## src/rtl/tutor_pkg.sv

```systemverilog
// tutor_pkg
//   Shared definitions for the Smart Math Tutor quiz sequencer:
//   - state_t            : quiz FSM state encoding
//   - LFSR_TAPS          : tap mask of the 8-bit question LFSR (bits 7,5,4,3)
//   - divisor(sel)       : divisor code to divisor value, sel+2 (2..9)
//   - count_width(n)     : width needed to count 0..n
package tutor_pkg;

  typedef enum logic [2:0] {
    ST_IDLE     = 3'd0,
    ST_ASK      = 3'd1,
    ST_WAIT_ANS = 3'd2,
    ST_JUDGE    = 3'd3,
    ST_DONE     = 3'd4
  } state_t;

  // Fibonacci feedback is the XOR of the bits selected by this mask.
  localparam logic [7:0] LFSR_TAPS = 8'hB8;

  function automatic logic [3:0] divisor(input logic [2:0] sel);
    return {1'b0, sel} + 4'd2;
  endfunction

  function automatic int count_width(input int n);
    return $clog2(n + 1);
  endfunction

endpackage

```

## src/rtl/tutor_multiple_checker.sv

```systemverilog
// multiple_checker
//   Purely combinational test of whether number is a multiple of the
//   divisor selected by sel (divisor = sel+2, range 2..9).
//   Ports:
//     sel        in  3  divisor code
//     number     in  5  value under test, 0..31
//     ismultiple out 1  1 when number mod divisor == 0 (0 counts as a multiple)
module multiple_checker
  import tutor_pkg::*;
(
  input  logic [2:0] sel,
  input  logic [4:0] number,
  output logic       ismultiple
);

  // One constant-divisor remainder test per code; sel just picks the answer.
  // Constant moduli keep each lane a small fixed function of number.
  logic [7:0] hit;

  generate
    for (genvar gi = 0; gi < 8; gi++) begin : g_div
      assign hit[gi] = ((number % 5'(divisor(3'(gi)))) == 5'd0);
    end
  endgenerate

  assign ismultiple = hit[sel];

endmodule

```

## src/rtl/tutor_quiz_ctrl.sv

```systemverilog
// tutor_quiz_ctrl
//   Quiz sequencer: draws (divisor, number) questions from an 8-bit LFSR,
//   waits for a yes/no answer with a timeout, judges it against
//   multiple_checker and keeps the running score over NUM_QUESTIONS.
//   Ports:
//     clk, rst        clock, synchronous active-high reset
//     start           begin a quiz (IDLE or DONE only)
//     answer_valid    answer strobe (WAIT_ANS only)
//     answer          student claim, 1 = is a multiple
//     sel, number     current question (divisor = sel+2)
//     question_valid  high while waiting for the answer
//     result_valid    one-cycle verdict pulse
//     correct         verdict, held until the next verdict
//     timed_out       verdict came from a timeout, held likewise
//     score, q_count  correct answers / judged questions this quiz
//     done            quiz finished
module tutor_quiz_ctrl
  import tutor_pkg::*;
#(
  parameter int          NUM_QUESTIONS  = 10,
  parameter int          TIMEOUT_CYCLES = 1000,
  parameter logic [7:0]  LFSR_SEED      = 8'hA5,
  localparam int         CW             = count_width(NUM_QUESTIONS)
) (
  input  logic          clk,
  input  logic          rst,
  input  logic          start,
  input  logic          answer_valid,
  input  logic          answer,
  output logic [2:0]    sel,
  output logic [4:0]    number,
  output logic          question_valid,
  output logic          result_valid,
  output logic          correct,
  output logic          timed_out,
  output logic [CW-1:0] score,
  output logic [CW-1:0] q_count,
  output logic          done
);

  localparam int        TW   = $clog2(TIMEOUT_CYCLES);
  localparam [TW-1:0]   TMAX = TW'(TIMEOUT_CYCLES - 1);

  state_t        state_reg, state_next;
  logic [7:0]    lfsr_reg;
  logic [2:0]    sel_reg;
  logic [4:0]    number_reg;
  logic [TW-1:0] timer_reg;
  logic [CW-1:0] score_reg, q_count_reg;
  logic          correct_reg, timed_out_reg;

  logic          ismultiple;
  logic          timeout_hit;
  logic [CW-1:0] q_count_inc;
  logic [7:0]    lfsr_adv;

  multiple_checker u_checker (
    .sel        (sel_reg),
    .number     (number_reg),
    .ismultiple (ismultiple)
  );

  assign timeout_hit = (timer_reg == TMAX);
  assign q_count_inc = q_count_reg + CW'(1);
  assign lfsr_adv    = {lfsr_reg[6:0], ^(lfsr_reg & LFSR_TAPS)};

  // ---------------------------------------------------------------
  // State register
  // ---------------------------------------------------------------
  always_ff @(posedge clk) begin
    if (rst) state_reg <= ST_IDLE;
    else     state_reg <= state_next;
  end

  // ---------------------------------------------------------------
  // Next-state logic
  // ---------------------------------------------------------------
  always_comb begin
    state_next = state_reg;
    unique case (state_reg)
      ST_IDLE, ST_DONE: if (start) state_next = ST_ASK;
      ST_ASK:           state_next = ST_WAIT_ANS;
      ST_WAIT_ANS:      if (answer_valid || timeout_hit) state_next = ST_JUDGE;
      ST_JUDGE:         state_next = (q_count_inc == CW'(NUM_QUESTIONS)) ? ST_DONE : ST_ASK;
      default:          state_next = ST_IDLE;
    endcase
  end

  // ---------------------------------------------------------------
  // Output decode, straight from the state register
  // ---------------------------------------------------------------
  always_comb begin
    question_valid = 1'b0;
    result_valid   = 1'b0;
    done           = 1'b0;
    unique case (state_reg)
      ST_WAIT_ANS: question_valid = 1'b1;
      ST_JUDGE:    result_valid   = 1'b1;
      ST_DONE:     done           = 1'b1;
      default:     ;
    endcase
  end

  // ---------------------------------------------------------------
  // Datapath: LFSR, question registers, timer, verdict and counters
  // ---------------------------------------------------------------
  always_ff @(posedge clk) begin
    if (rst) begin
      lfsr_reg      <= LFSR_SEED;
      sel_reg       <= '0;
      number_reg    <= '0;
      timer_reg     <= '0;
      score_reg     <= '0;
      q_count_reg   <= '0;
      correct_reg   <= 1'b0;
      timed_out_reg <= 1'b0;
    end else begin
      unique case (state_reg)
        ST_IDLE, ST_DONE: begin
          if (start) begin
            score_reg   <= '0;
            q_count_reg <= '0;
          end
        end
        ST_ASK: begin
          sel_reg    <= lfsr_reg[7:5];
          number_reg <= lfsr_reg[4:0];
          lfsr_reg   <= lfsr_adv;
          timer_reg  <= '0;
        end
        ST_WAIT_ANS: begin
          timer_reg <= timer_reg + TW'(1);
          // The verdict is resolved on the exit edge so it is already
          // registered when result_valid is shown. An answer in the final
          // cycle takes priority over the timeout.
          if (answer_valid) begin
            correct_reg   <= (answer == ismultiple);
            timed_out_reg <= 1'b0;
          end else if (timeout_hit) begin
            correct_reg   <= 1'b0;
            timed_out_reg <= 1'b1;
          end
        end
        ST_JUDGE: begin
          q_count_reg <= q_count_inc;
          if (correct_reg) score_reg <= score_reg + CW'(1);
        end
        default: ;
      endcase
    end
  end

  assign sel       = sel_reg;
  assign number    = number_reg;
  assign correct   = correct_reg;
  assign timed_out = timed_out_reg;
  assign score     = score_reg;
  assign q_count   = q_count_reg;

endmodule

```

## config.mk

```make
export PLATFORM = sky130hd
export DESIGN_NAME = tutor_quiz_ctrl
export DESIGN_NICKNAME = d
export VERILOG_FILES = /design/src/rtl/tutor_pkg.sv /design/src/rtl/tutor_multiple_checker.sv /design/src/rtl/tutor_quiz_ctrl.sv
export SDC_FILE = /design/constraint.sdc
export NUM_CORES = 1
export LEC_CHECK = 0
export ABC_CLOCK_PERIOD_IN_PS = 5100
export CORE_AREA = 2 2 90 92
export CTS_CLUSTER_DIAMETER = 40
export DETAILED_ROUTE_END_ITERATION = 12
export DIE_AREA = 0 0 92 94
export MAX_ROUTING_LAYER = met4
export PLACE_DENSITY_LB_ADDON = 0.1
export SLEW_MARGIN = 20
export SYNTH_ARGS = -nofsm -noshare
export SYNTH_HDL_FRONTEND = slang
export SYNTH_SLANG_ARGS = --single-unit
export TNS_END_PERCENT = 50
```

## constraint.sdc

```tcl
create_clock -name clk -period 5.1 [get_ports clk]
set_clock_uncertainty 0.05 [all_clocks]
set_input_delay 1.02 -clock clk [delete_from_list [all_inputs] [get_ports clk]]
set_output_delay 1.02 -clock clk [all_outputs]
set_load 0.02 [all_outputs]
```

==> reports/results.ini <==
[timing]
period_minus_slack_ns = 4.34
finalSetupViolCount = 0
hold_violations = 0
drv_slew = 0
clock.fmax_ghz = 0.230
tns_ns = 0
relSlewSlack = 0.615
period_share = 0.851
hold_ws_ns = 0.417
timing_worst_slew_pin_value_ns = 0.577
rsz0062_at_grt = no

[final_layout]
syn_to_final_growth_pct = 14.3
drive_gt1_frac = 0.0756
multi_input_area_um2 = 2070
largest_reg_flops = 10
fillCellCount = 805
fin_area_um2 = 3410
nets = 432
seqCellArea_um2 = 701
num_antenna_cells = 0

[clock_tree]
tritoncts = done
cts_buffers = 5
ctsLongestPathBuffers = 2
htreeDepth = 2
clk_pin_slew_ns = 0.08
hold_buffers = 0
clock-sinks = 35
cts_setup_buffers = 0
clock_latency_ns = 0.29
root_buffer = clkbuf_8
cts_resized = 0

[global_route]
grt_pass1_vias = 2660
antenna_found_initial = 0
grt_overflow = 0
grt_start_max_net_pins = 37
grt_pass1_wl_mm = 12.9
track_usage = 0.187

[worst_setup_path]
timing.reg2reg.setup_slack_ns = 0.76
arrival_ns = 4.48
endpoint_kind = register
required_ns = 5.25
setup.worst_path.start_class = register
crit_type = reg2reg
worst-path-max-fanout = 16

[synth]
synth_fp_nets = 422
ys_ff_latch = 35
synth_top_area_frac = 0.235
synth-seq-area-share = 0.235
synthTopCellsByCount = a21oi_1 (38), nand2_1 (37), dfxtp_1 (35)
synthFlopType = dfxtp_1
syn_area_um2 = 2980
yosysWarnings = 0
netlist_top_cells_area = dfxtp_1 (23%), ha_1 (7.6%), a21oi_1 (6.4%)
yosysMostFrequentCell = a21oi_1
netlist_instances = 399
async_flop_share = 0
synth-edff-count = 0
synth.distinct_cells = 68
syn_avg_cell_area_um2 = 7.48
synth_top_area_cell = dfxtp_1

[drt]
wirelength_mm = 7.80
postRouteAntennaNets = 0
dr.first_iter.drc_count = 141
wl_per_cell_um = 15.2
vias = 2946
drc_errors = 0
first_pass_iters = 5
vias_per_cell = 5.75

[power]
cellPowerDensity_nw_per_um2 = 234
finalPower_mw = 0.797
vdd_drop_max_uv = 180
p_leak_nw = 1.20

[die]
io_pins = 26
std_cell_rows = 32
die_w_um = 92
fp.dieH_um = 94
start_util = 0.392
die-area_um2 = 8650
core_um2 = 7610

[worst_hold_path]
holdCritPathClass = reg2reg

[placed_design]
dp.final_hpwl_mm = 5.39
place_area_um2 = 3270
portBuffers = 25
gp_congestion = 0.903

[flow_run]
max_cap_violations = 0

[status]
status = completed

==> path summary, 6_finish.rpt <==
| path | from | end | depth (start not counted) |
|---|---|---|---|
| hold / removal | lfsr_reg[2] | lfsr_reg[3] | 2 |
| setup / recovery | number[1] | correct | 13 |
| setup reg to reg | number[1] | correct | 13 |
| hold reg to reg | lfsr_reg[2] | lfsr_reg[3] | 2 |
==> cell families after synthesis <==
group           after synthesis  synth area share
xor+xnor                     12            0.0352
fa+ha+maj                    18            0.0755
mux                           5            0.0172
buf+inv                      46            0.0713
compound gates              132             0.303
flops                        35             0.235
simple gates                151             0.263
==> routing by layer <==
layer  vias to the layer above  GRT usage  share of wire
met4                         0     0.0560          0.014
met1                      1377      0.236           0.48
met2                        58      0.320           0.48
met5                         -          -              0
met3                        10     0.0193          0.026
li1                       1501          -              -
==> cells in the final DEF (no fill, tap or decap), types with 7 or more instances in the layout <==
cell type        Yosys  final
dfxtp_1             35     35
o21ai_0             15     15
nand2b_1            10     10
nor2_1              34     34
xnor2_1              8      8
ha_1                18     18
nand3_1             19     19
buf_4                8      9
nor3_1               9      9
clkdlybuf4s50_1      0     25
a211oi_1             7      7
nand2_1             37     37
a21oi_1             38     38
inv_1               14     14
==> where the power goes <==
part	leakage, nW	total [mW]	switching (mW)	internal (mW)
Clock	0.0644	0.300	0.105	0.195
Sequential	0.284	0.301	0.0169	0.285
Combinational	0.854	0.195	0.119	0.0763
==> metrics by stage <==
step | setup slack [ns] | util | std cells
5_1_grt | 0.376 | 0.448 | 512
6_report | 0.761 | 0.448 | 512
2_1_floorplan | 0.796 | - | 399
3_5_place_dp | 0.833 | 0.430 | 504
3_3_place_gp | 0.972 | 0.430 | 504
4_1_cts | 0.810 | 0.448 | 512
==> worst max-delay path, stage by stage, from the launching register on <==
cell       delay [ns]
dfxtp_1          0.69
inv_1            0.13
ha_1             0.28
or2_1            0.41
o211a_1          0.32
or4_4            0.57
xnor2_1          0.18
ha_1             0.25
nand2b_1         0.15
a2111oi_0        0.39
o21ai_0          0.18
o311ai_2         0.36
xor2_1           0.11
o31ai_1          0.19
==> final cells by class <==
cell class                      count  area share
Tap cell                          102      0.0374
Clock inverter                      3      0.0198
Timing Repair Buffer               34      0.0932
Inverter                           15      0.0165
Multi-Input combinational cell    318       0.607
Clock buffer                        5      0.0202
Sequential cell                    35       0.206
No activity file was read; power rests on OpenSTA's default activity.
